File: src/rtl/bram_stream_reader.sv
// bram_stream_reader
//   Streams a run of consecutive words out of a dual-port BRAM. Both BRAM
//   ports are used as read ports, so up to two words are fetched per clock.
//   The read data goes into a small output FIFO, and the FIFO head is
//   presented on a valid/ready stream.
//
// Ports
//   clk            : single clock, rising edge
//   reset          : asynchronous, active-low
//   start          : one-cycle request, only honoured while idle
//   base_addr      : address of the first word (captured with start)
//   length         : number of words, 0..2^ADDR_W (captured with start)
//   addr_a/addr_b  : registered BRAM read addresses
//   we_a/we_b      : BRAM write enables, tied low
//   q_a/q_b        : BRAM read data, one edge after the address
//   out_data       : FIFO head
//   out_valid      : out_data holds a word
//   out_ready      : consumer accepts the word
//   busy           : transfer in progress (every state except IDLE)
//   done           : one-cycle pulse when the transfer completes
module bram_stream_reader #(
  parameter int DATA_W     = 48,
  parameter int ADDR_W     = 10,
  parameter int FIFO_DEPTH = 8
) (
  input  logic              clk,
  input  logic              reset,
  input  logic              start,
  input  logic [ADDR_W-1:0] base_addr,
  input  logic [ADDR_W:0]   length,
  output logic [ADDR_W-1:0] addr_a,
  output logic [ADDR_W-1:0] addr_b,
  output logic              we_a,
  output logic              we_b,
  input  logic [DATA_W-1:0] q_a,
  input  logic [DATA_W-1:0] q_b,
  output logic [DATA_W-1:0] out_data,
  output logic              out_valid,
  input  logic              out_ready,
  output logic              busy,
  output logic              done
);

  localparam int PTR_W = $clog2(FIFO_DEPTH);
  localparam int CNT_W = PTR_W + 1;

  typedef enum logic [1:0] {S_IDLE, S_READ, S_DRAIN, S_DONE} state_t;

  state_t              r_state;
  state_t              w_state_nx;

  logic [ADDR_W-1:0]   r_base;
  logic [ADDR_W:0]     r_len;
  logic [ADDR_W:0]     r_off;
  logic [ADDR_W-1:0]   r_addr_a;
  logic [ADDR_W-1:0]   r_addr_b;

  // Bit 0 tracks the port A word, bit 1 the port B word of an issued pair.
  logic [1:0]          r_vld_p0;
  logic [1:0]          r_vld_p1;

  logic [DATA_W-1:0]   r_mem [FIFO_DEPTH];
  logic [PTR_W-1:0]    r_wptr;
  logic [PTR_W-1:0]    r_rptr;
  logic [CNT_W-1:0]    r_count;

  logic [ADDR_W:0]     w_remain;
  logic [ADDR_W-1:0]   w_addr_a;
  logic [ADDR_W-1:0]   w_addr_b;
  logic [ADDR_W:0]     w_step;
  logic [CNT_W-1:0]    w_inflight;
  logic [CNT_W-1:0]    w_push_n;
  logic [PTR_W-1:0]    w_wptr_b;
  logic                w_room;
  logic                w_load;
  logic                w_issue_a;
  logic                w_issue_b;
  logic                w_pop;
  logic                w_pipe_empty;

  assign w_remain   = r_len - r_off;
  assign w_addr_a   = r_base + r_off[ADDR_W-1:0];
  assign w_addr_b   = w_addr_a + ADDR_W'(1);
  assign w_issue_b  = w_issue_a && (w_remain >= (ADDR_W+1)'(2));
  assign w_step     = w_issue_b ? (ADDR_W+1)'(2) : (ADDR_W+1)'(1);
  assign w_load     = (r_state == S_IDLE) && start;

  assign w_inflight = CNT_W'(r_vld_p0[0]) + CNT_W'(r_vld_p0[1])
                    + CNT_W'(r_vld_p1[0]) + CNT_W'(r_vld_p1[1]);
  assign w_push_n   = CNT_W'(r_vld_p1[0]) + CNT_W'(r_vld_p1[1]);
  assign w_wptr_b   = r_wptr + PTR_W'(1);
  assign w_pipe_empty = (r_vld_p0 == 2'b00) && (r_vld_p1 == 2'b00);

  // Credit check ignores a concurrent pop, so every word in flight is
  // guaranteed a FIFO slot when it lands two edges later.
  assign w_room = ((CNT_W+1)'(r_count) + (CNT_W+1)'(w_inflight) + (CNT_W+1)'(2))
                  <= (CNT_W+1)'(FIFO_DEPTH);

  assign out_valid = (r_count != '0);
  assign w_pop     = out_valid && out_ready;
  assign out_data  = r_mem[r_rptr];

  assign addr_a = r_addr_a;
  assign addr_b = r_addr_b;
  assign we_a   = 1'b0;
  assign we_b   = 1'b0;
  assign busy   = (r_state != S_IDLE);
  assign done   = (r_state == S_DONE);

  always_comb begin
    w_state_nx = r_state;
    w_issue_a  = 1'b0;
    case (r_state)
      S_IDLE: begin
        if (start) begin
          w_state_nx = (length == '0) ? S_DONE : S_READ;
        end
      end
      S_READ: begin
        if (w_room) begin
          w_issue_a = 1'b1;
          if (w_remain <= (ADDR_W+1)'(2)) begin
            w_state_nx = S_DRAIN;
          end
        end
      end
      S_DRAIN: begin
        // Leave on the edge that pops the final word, so done follows the
        // last handshake immediately.
        if (w_pipe_empty && ((r_count == '0) ||
            ((r_count == CNT_W'(1)) && w_pop))) begin
          w_state_nx = S_DONE;
        end
      end
      S_DONE: begin
        w_state_nx = S_IDLE;
      end
      default: begin
        w_state_nx = S_IDLE;
      end
    endcase
  end

  always_ff @(posedge clk or negedge reset) begin
    if (!reset) begin
      r_state  <= S_IDLE;
      r_base   <= '0;
      r_len    <= '0;
      r_off    <= '0;
      r_addr_a <= '0;
      r_addr_b <= '0;
      r_vld_p0 <= '0;
      r_vld_p1 <= '0;
      r_wptr   <= '0;
      r_rptr   <= '0;
      r_count  <= '0;
    end else begin
      r_state <= w_state_nx;
      if (w_load) begin
        r_base <= base_addr;
        r_len  <= length;
        r_off  <= '0;
      end else if (w_issue_a) begin
        r_addr_a <= w_addr_a;
        r_addr_b <= w_addr_b;
        r_off    <= r_off + w_step;
      end
      // p0: addresses registered this edge, BRAM output after next edge
      r_vld_p0 <= {w_issue_b, w_issue_a};
      // p1: q_a/q_b valid now, written into the FIFO on the next edge
      r_vld_p1 <= r_vld_p0;
      r_wptr   <= r_wptr + w_push_n[PTR_W-1:0];
      r_rptr   <= r_rptr + PTR_W'(w_pop);
      r_count  <= r_count + w_push_n - CNT_W'(w_pop);
    end
  end

  // FIFO storage: A lands before B so output order is ascending address.
  always_ff @(posedge clk) begin
    if (r_vld_p1[0]) begin
      r_mem[r_wptr] <= q_a;
    end
    if (r_vld_p1[1]) begin
      r_mem[w_wptr_b] <= q_b;
    end
  end

endmodule

File: config.mk
export PLATFORM = sky130hd
export DESIGN_NAME = bram_stream_reader
export DESIGN_NICKNAME = d
export VERILOG_FILES = /design/src/rtl/bram_stream_reader.sv
export SDC_FILE = /design/constraint.sdc
export NUM_CORES = 1
export LEC_CHECK = 0
export ABC_AREA = 1
export BUFFER_PORTS_ARGS = -buffer_cell sky130_fd_sc_hd__buf_2
export CORE_MARGIN = 4
export CORE_UTILIZATION = 40
export CTS_CLUSTER_SIZE = 12
export DETAILED_ROUTE_END_ITERATION = 7
export RECOVER_POWER = 25
export SLEW_MARGIN = 20
export SYNTH_ARGS = -nofsm -noshare
export SYNTH_HDL_FRONTEND = slang
export SYNTH_SLANG_ARGS = --single-unit
File: constraint.sdc
create_clock -name clk -period 4.8 [get_ports clk]
set_clock_uncertainty 0.05 [all_clocks]
set_input_delay 0.24 -clock clk [delete_from_list [all_inputs] [get_ports clk]]
set_output_delay 0.24 -clock clk [all_outputs]
set_load 0.02 [all_outputs]
# --- Word-level counts from Yosys, hierarchy flattened ---
# Memories as Yosys holds them, arrays and structs flattened.
# Index checks and enable logic that the tools add are counted.
classes:
  n_addsub: 15
  magnitude_cmp: 3
  eq_ne: 8
  n_mux: 15
  bitwise: 1
  n_reduce_logical: 17
op_table:
  columns: ["operator", "count"]
  rows:
  - ["$mux 11", 2]
  - ["$mux 2", 6]
  - ["$add 11x2->11", 1]
  - ["$ge 11x2->1 const B", 1]
  - ["$le 11x2->1 const B", 1]
  - ["$logic_not 11->1", 1]
  - ["$sub 11x11->11", 1]
  - ["$add 10x1->10 const B", 1]
  - ["$add 10x10->10", 1]
  - ["$ne 2x2->1 const B", 4]
  - ["$pmux 2 s4", 1]
  - ["$logic_and 1x1->1", 6]
  - ["$logic_not 2->1", 3]
  - ["$mux 1", 6]
  - ["$add 4x4->5", 1]
  - ["$add 5x2->5 const B", 1]
  - ["$le 5x4->1 const B", 1]
  - ["$add 1x1->2", 2]
  - ["$add 3x1->4", 1]
  - ["$add 4x2->4", 1]
  - ["$eq 2x2->1 const B", 2]
  - ["$eq 4x1->1 const B", 1]
  - ["$logic_not 4->1", 1]
  - ["$reduce_and 4->1", 1]
  - ["11 further kinds", 12]
totals:
  reg_bits: 68
  ram_bits: 384
  inputBits: 121
  out_inout_bits: 73
  wordCells: 71
  memories: 1
memory_table:
  columns: ["memory", "words", "width", "rd", "rd_ports_with_merged_regs", "wr", "line_no", "rtl"]
  rows:
  - ["r_mem", 8, 48, 1, 0, 2, "62", "logic [DATA_W-1:0] r_mem [FIFO_DEPTH];"]

# --- Depth between registers and ports, before layout ---
# Gate-level depths: netlist of run 1.
logic_depth:
  depth_word: 13
  depth_mapped: 21
  mapped_depth_nobuf: 21

# --- Least setup slack after synthesis of run 1 ---
# OpenSTA, ideal clock, no wires.
synth_path:
  kind: "register -> register"
  startpoint: "register r_vld_p1[0]"
  endpoint: "memory r_mem[2][0], enable pin"
  setup_time_ps: 520
  arrival_ps: 4162
  required_time_ps: 4230
  path_slack_ps: 68
  stages_incl_launch_ff: 4
  n_path_buf: 0
  period_less_slack_ps: 4732
  path_cell_list: "dfrtp_1 -> inv_1 -> or2_2 -> o21ai_0"
synth_lines:
  columns: ["element", "line_no", "rtl"]
  rows:
  - ["from (decl)", "60", "logic [1:0] r_vld_p1;"]
  - ["from (signal assigned)", "171", "r_vld_p1 <= r_vld_p0;"]
  - ["to (decl)", "62", null]

==> results of run 1 <==
[timing repair]
| item | 4_1_cts | 5_1_grt |
|---|---|---|
| endpoints found under the hold margin | 418 | 0 |
| hold buffers | 74 | 0 |
| endpoints found under the setup margin | 0 | 0 |
[cell type report]
| class | count | share of cell area (%) |
|---|---|---|
| flip-flops and latches | 452 | 48.6 |
| multi-input cells | 1840 | 32.5 |
| repair buffers | 299 | 7.59 |
| clock buffers | 69 | 5.09 |
| well taps | 765 | 3.51 |
| inverters | 147 | 2.04 |
| clock inverters | 26 | 0.620 |
| diodes | 5 | 0.0459 |
[cell families (layout without fill, tap and decap cells)]
logic type	count (synthesis)	count (layout)	share of synthesized area [%]
adder cells (fa/ha/maj)	50	50	2.91
other	1	7	0.0159
XOR/XNOR	20	20	0.871
AND/OR/NAND/NOR	1032	1032	17.1
flip-flops	452	452	56.1
AO/OA/AOI/OAI	736	736	16.2
buffers and inverters	357	541	6.69
[worst register-to-register path, cell delays in order (launching register included)]
cell,delay [ns]
dfrtp_1,0.43
inv_1,0.08
or2_0,0.36
o21ai_0,1.68
clkbuf_2,0.99
[power by group]
part	total, W	internal (W)	switching, W	leakage [nW]
Combinational	0.00679	0.00209	0.00470	6.19
Sequential	0.00561	0.00516	0.000454	4.33
Clock	0.00366	0.00207	0.00158	0.757
Total	0.0161	0.00932	0.00674	11.3
[cells in the mapped netlist (all sizes together)]
library cell	instances	share of area (%)
o21a	1	0.032
a31oi	49	1.3
dfrtp	68	7.2
nand2	585	9.4
nand4	10	0.27
a21oi	19	0.40
o22ai	49	1.3
buf	92	2.4
nor2	377	6.2
nor4	3	0.080
ha	42	2.2
a21boi	1	0.032
nand3	43	0.93
o21bai	4	0.13
or2	2	0.053
fa	8	0.68
clkinv	1	0.016
inv	146	2.3
xnor2	9	0.37
edfxtp	384	49
o31ai	1	0.032
xor2	11	0.50
o21ai	611	13
conb	1	0.016
o2111ai	1	0.037
nor3	12	0.25
clkbuf	118	1.9
[metrics by stage]
step,setup WS (ns),total power (W),instance area [µm²]
floorplan,0.0679,0.0103,23600
global placement,0.896,0.0124,25000
detailed placement,0.864,0.0125,25000
CTS,0.830,0.0162,27300
global route,0.519,0.0172,27200
finish,0.805,0.0161,27200
[layout by cell type (no fill, tap or decap), drive strengths merged]
master,count
nand2,585
nand3,43
dfrtp,68
conb,2
inv,147
or2,2
buf,197
o31ai,1
edfxtp,384
clkinvlp,1
clkbuf,97
a31oi,49
a21oi,19
o2111ai,1
nor4,3
o21a,1
o21bai,4
xor2,11
fa,8
a21boi,1
nor2,377
clkinv,24
xnor2,9
ha,42
o21ai,611
diode,5
bufinv,1
dlygate4sd3,74
nor3,12
nand4,10
o22ai,49
[final timing paths]
kind                             start            to  slack [ns]  depth (start not counted)
max in group asynchronous        reset     r_rptr[1]        1.47                          3
min in group asynchronous        reset     addr_b[0]        0.86                          2
max                        r_vld_p1[0]  r_mem[4][43]        0.80                          4
max reg2reg                r_vld_p1[0]  r_mem[4][43]        0.80                          4
min reg2reg                r_vld_p0[0]   r_vld_p1[0]        0.39                          0
min                            q_b[33]  r_mem[3][33]        0.02                          3
[metal layers]
layer | global-route usage [%] | share of wire, % | routed length [µm]
met5 | 0 | 0.034 | 23
met1 | 28.5 | 43 | 29000
met3 | 4.15 | 7.5 | 5090
met4 | 5.34 | 2.0 | 1370
met2 | 34.8 | 47 | 31900
[registers in the layout, indices dropped and copies added, names as in the netlist, 3 cells and up]
name / flops
r_count: 4
r_wptr: 3
r_off: 11
addr_a: 10
r_base: 10
r_rptr: 3
r_len: 11
addr_b: 10
r_mem: 384
==> metrics.cfg, run 1 <==
[pwr]
irDropWorstVdd_v=0.000334
cellPowerDensity_nw_per_um2=590
power_leakage_nw=11.3

[detailed_routing]
drtIter0Drc=1709
ant_nets=0
avgViaCountPerCell=5.31
wl_um=67400
vias=19100
route.detailed.drc=0
wire_per_inst_um=18.7
dr.pass1.iters=8

[grt]
antenna_found_initial=4
grt_max_degree=98
grt_pass1_wl_um=105000
grt_usage_pct=21.0
grt_pass1_vias=18500
grt_overflow=0

[synthesis]
syn-cell-area_um2=23600
synth_seq_cells=452
avgSynthCellArea_um2=8.90
ys_types=41
yosysWarnings=0
syn-instance-count=2648
synth-seq-area-share_pct=56.1

[placement]
place_congestion=0.843
dp_hpwl_um=37900
portBuffers=191
dp_cells=3426

[run_status]
violations=max-capacitance violations, max-slew violations
status=finished with violations

[clocking]
cts_tree=built
cts-resized-gates=0
postCtsSetupBuffers=0
cts_root_buf=clkbuf_16
clock_sinks=452
clk_pin_slew_ns=0.06
cts_buffers=51
clock_path_buffers=3
clock_latency_ns=0.58
ctsHtreeMaxLevel=2

[hold_path]
hp-class=primary input to flop

[setup_path]
cp_max_fo=26
max_stage_delay_ns=1.68
cp.required_ns=4.94
cp_data_arrival_time_ns=4.14
slowest_stage=o21ai_0
endpoint_kind=flop
path_delay_family=compound AO/OA/AOI/OAI gates
worst-path-buf-inv=2
cp-start-kind=flop
path_cells=inv_1 -> or2_0 -> o21ai_0 -> clkbuf_2
timing_worst_setup_path_type=flop to flop

[timing]
min_period_ns=4.00
tightest_slew_ns=2.91
rsz0062_at_grt=no
setup_viol=0
hold_viol=0
tns_ns=0
fmax_ghz=0.250
hold_slack_ns=0.0218
slew_viol_final=159
finalCritPeriodShare_pct=83.2
max_slew_margin_pct=-95.6

[cells_and_area]
area_growth_pct=15.5
final_nets=2962
multi_input_area_um2=8850
ff_latch_area_um2=13200
layout.cells.non_filler=3603
drive_gt1_share_pct=10.6
utilization_pct=46.9
fillCellCount=5488

[floorplan]
start_util_pct=40.6
rows=88
io-pin-count=194
fp.dieArea_um2=62900
die_x_um=251
die_h_um=251
coreArea_um2=58000

[flow_run]
maxCapViolCount=7

No activity file was read; power rests on OpenSTA's default activity.
==> inputs of run 2 (changes only) <==
Clock period 4.8 ns to 3.6 ns, I/O delays scaled along.
==> run 2 against run 1 <==
Net effect: the run still ends with max-capacitance violations, max-slew violations left; critical path depth is 17 higher; critical path type unchanged; clock-buffer cell count decreased by 2; global-route usage rose by 0.47 points; flip-flop and latch count unchanged; highest routed layer unchanged; routed wire length rose by 2.6%; largest power group unchanged.
==> metrics.cfg, run 2 (synthesis results as in run 1) <==
[run_status]
status=finished with violations
violations=max-capacitance violations, max-slew violations

[cells_and_area]
final_cell_mix=588 x o21ai_0, 570 x nand2_1, 384 x edfxtp_1
drive_gt1_share_pct=11.8  ; +1.2 points
layout.cells.non_filler=3695  ; +2.6%
fillCellCount=5370  ; -2.2%
reg.largest.list=r_mem: 384 flops, r_len: 11 flops, r_off: 11 flops
largest_register_ffs=384  ; unchanged
final_nets=3062  ; +3.4%
mostFrequentLayoutCell=o21ai_0
largest_register=r_mem
area_growth_pct=20.7
final_area_um2=28400  ; +4.5%

[grt]
grt_max_degree=194  ; +98%
grt_pass1_vias=19500  ; +5.1%
grt_usage_pct=21.4  ; +0.47 points
grt_overflow=0  ; unchanged
grt_pass1_wl_um=108000  ; +3.3%
antenna_found_initial=4  ; unchanged

[timing]
fmax_ghz=0.290  ; +16%
hold_viol=0  ; unchanged
slew_viol_final=37  ; -77%
rsz0062_at_grt=yes
setup_ws_ns=0.153  ; -0.651 ns
finalCritPeriodShare_pct=95.7  ; +13 points
tns_ns=0  ; unchanged
setup_viol=0  ; unchanged
max_slew_margin_pct=-38.5  ; +57 points
tightest_slew_ns=2.08  ; -0.838 ns
min_period_ns=3.45  ; -0.549 ns

[pwr]
cellPowerDensity_nw_per_um2=782  ; +33%
finalPower_w=0.0223  ; +39%
power_leakage_nw=11.8  ; +4.7%
irDropWorstVdd_v=0.000686  ; +110%

[placement]
dp_cells=3445  ; +0.55%
place_congestion=0.838  ; -0.66%
dp_hpwl_um=39800  ; +5.1%
dpl_cell_area_um2=25200  ; +0.83%
dp_slack_ns=-0.139  ; -1.00 ns
portBuffers=191  ; unchanged

[hold_path]
hp-class=primary input to flop

[floorplan]
start_util_pct=40.6  ; unchanged
rows=88  ; unchanged
die_x_um=251  ; unchanged
fp.dieArea_um2=62900  ; unchanged
io-pin-count=194  ; unchanged
die_h_um=251  ; unchanged
coreArea_um2=58000  ; unchanged

[setup_path]
timing_worst_setup_path_type=flop to flop
endpoint_kind=flop
cp_data_arrival_time_ns=3.93  ; -0.21 ns
cp_max_fo=4  ; -85%
cp.required_ns=4.08  ; -0.86 ns
cp-start-kind=flop

[flow_run]
maxCapViolCount=1  ; -6

[clocking]
cts_root_buf=clkbuf_16
clk_pin_slew_ns=0.06  ; about the same
clock_path_buffers=3  ; unchanged
clock_latency_ns=0.60  ; +0.02 ns
cts_buffers=51  ; unchanged
clock_sinks=452  ; unchanged
ctsHtreeMaxLevel=2  ; unchanged
cts_tree=built

[detailed_routing]
vias=19600  ; +2.5%
ant_nets=0  ; unchanged
route.detailed.drc=0  ; unchanged
dr.pass1.iters=6  ; -2
drtIter0Drc=1696  ; -0.76%
avgViaCountPerCell=5.31  ; about the same
wire_per_inst_um=18.7  ; about the same
wl_um=69100  ; +2.6%

run 2: power breakdown:
group | total [W] | switching (W) | internal, W | leakage [nW]
clock | 0.00525 | 0.00215 | 0.00310 | 0.805
combinational | 0.00967 | 0.00660 | 0.00307 | 6.66
sequential | 0.00734 | 0.000482 | 0.00686 | 4.33
total | 0.0223 | 0.00923 | 0.0130 | 11.8
run 2: worst max-delay path, cell delays in order (launching register included):
cell,delay (ns)
dfrtp_1,0.40
fa_1,0.51
fa_2,0.37
inv_2,0.06
fa_1,0.40
inv_1,0.07
nor2_1,0.04
nand2_1,0.06
nand3_1,0.07
nand2_1,0.08
inv_2,0.05
nand2_4,0.06
a21oi_4,0.04
inv_2,0.10
ha_4,0.14
inv_2,0.04
fa_2,0.37
nor2_4,0.13
nand2_2,0.08
nor2_1,0.10
o21ai_1,0.06
nor2_1,0.11
run 2: path summary, 6_finish.rpt:
kind / end / depth (start not counted) / slack [ns] / from
max: r_off[8] / 21 / 0.15 / r_vld_p1[1]
max in group asynchronous: addr_a[1] / 3 / 0.98 / reset
min in group asynchronous: r_off[8] / 2 / 0.69 / reset
min reg2reg: r_vld_p1[1] / 0 / 0.39 / r_vld_p0[1]
min: r_mem[3][45] / 3 / 0.02 / q_b[45]
max reg2reg: r_off[8] / 21 / 0.15 / r_vld_p1[1]
run 2: per-layer routing:
metal / global-route usage, % / wire length, µm / vias to the layer above
li1: - / - / 9496
met1: 28.2 / 29400 / 9323
met2: 36.9 / 33400 / 678
met3: 3.72 / 4640 / 111
met4: 5.63 / 1570 / 6
met5: 0 / 35 / -
run 2: final cells by class:
cell class                      count  area [µm²]  area share [%]
Clock inverter                     23         297            1.04
Antenna cell                        2        5.00          0.0176
Timing Repair Buffer              399        3050            10.7
Multi-Input combinational cell   1840        8980            31.6
Inverter                          147         557            1.96
Tap cell                          765         957            3.36
Clock buffer                       67        1370            4.80
Sequential cell                   452       13200            46.5
run 2: through the flow:
stage | utilization (%) | hold WS, ns
final | 49.0 | 0.0211
after global routing | 49.0 | 0.0410
after global placement | 43.4 | 0.259
after CTS | 49.0 | 0.000401
after detailed placement | 43.4 | 0.285
after floorplan | - | -0.166
run 2: repair_timing:
item                                    4_1_cts  5_1_grt
endpoints found under the setup margin        5        9
hold endpoints to repair                    440        0
gates resized for setup                      10       10
pin swaps                                     7        9
buffers inserted                              1        1
hold buffers                                156        0
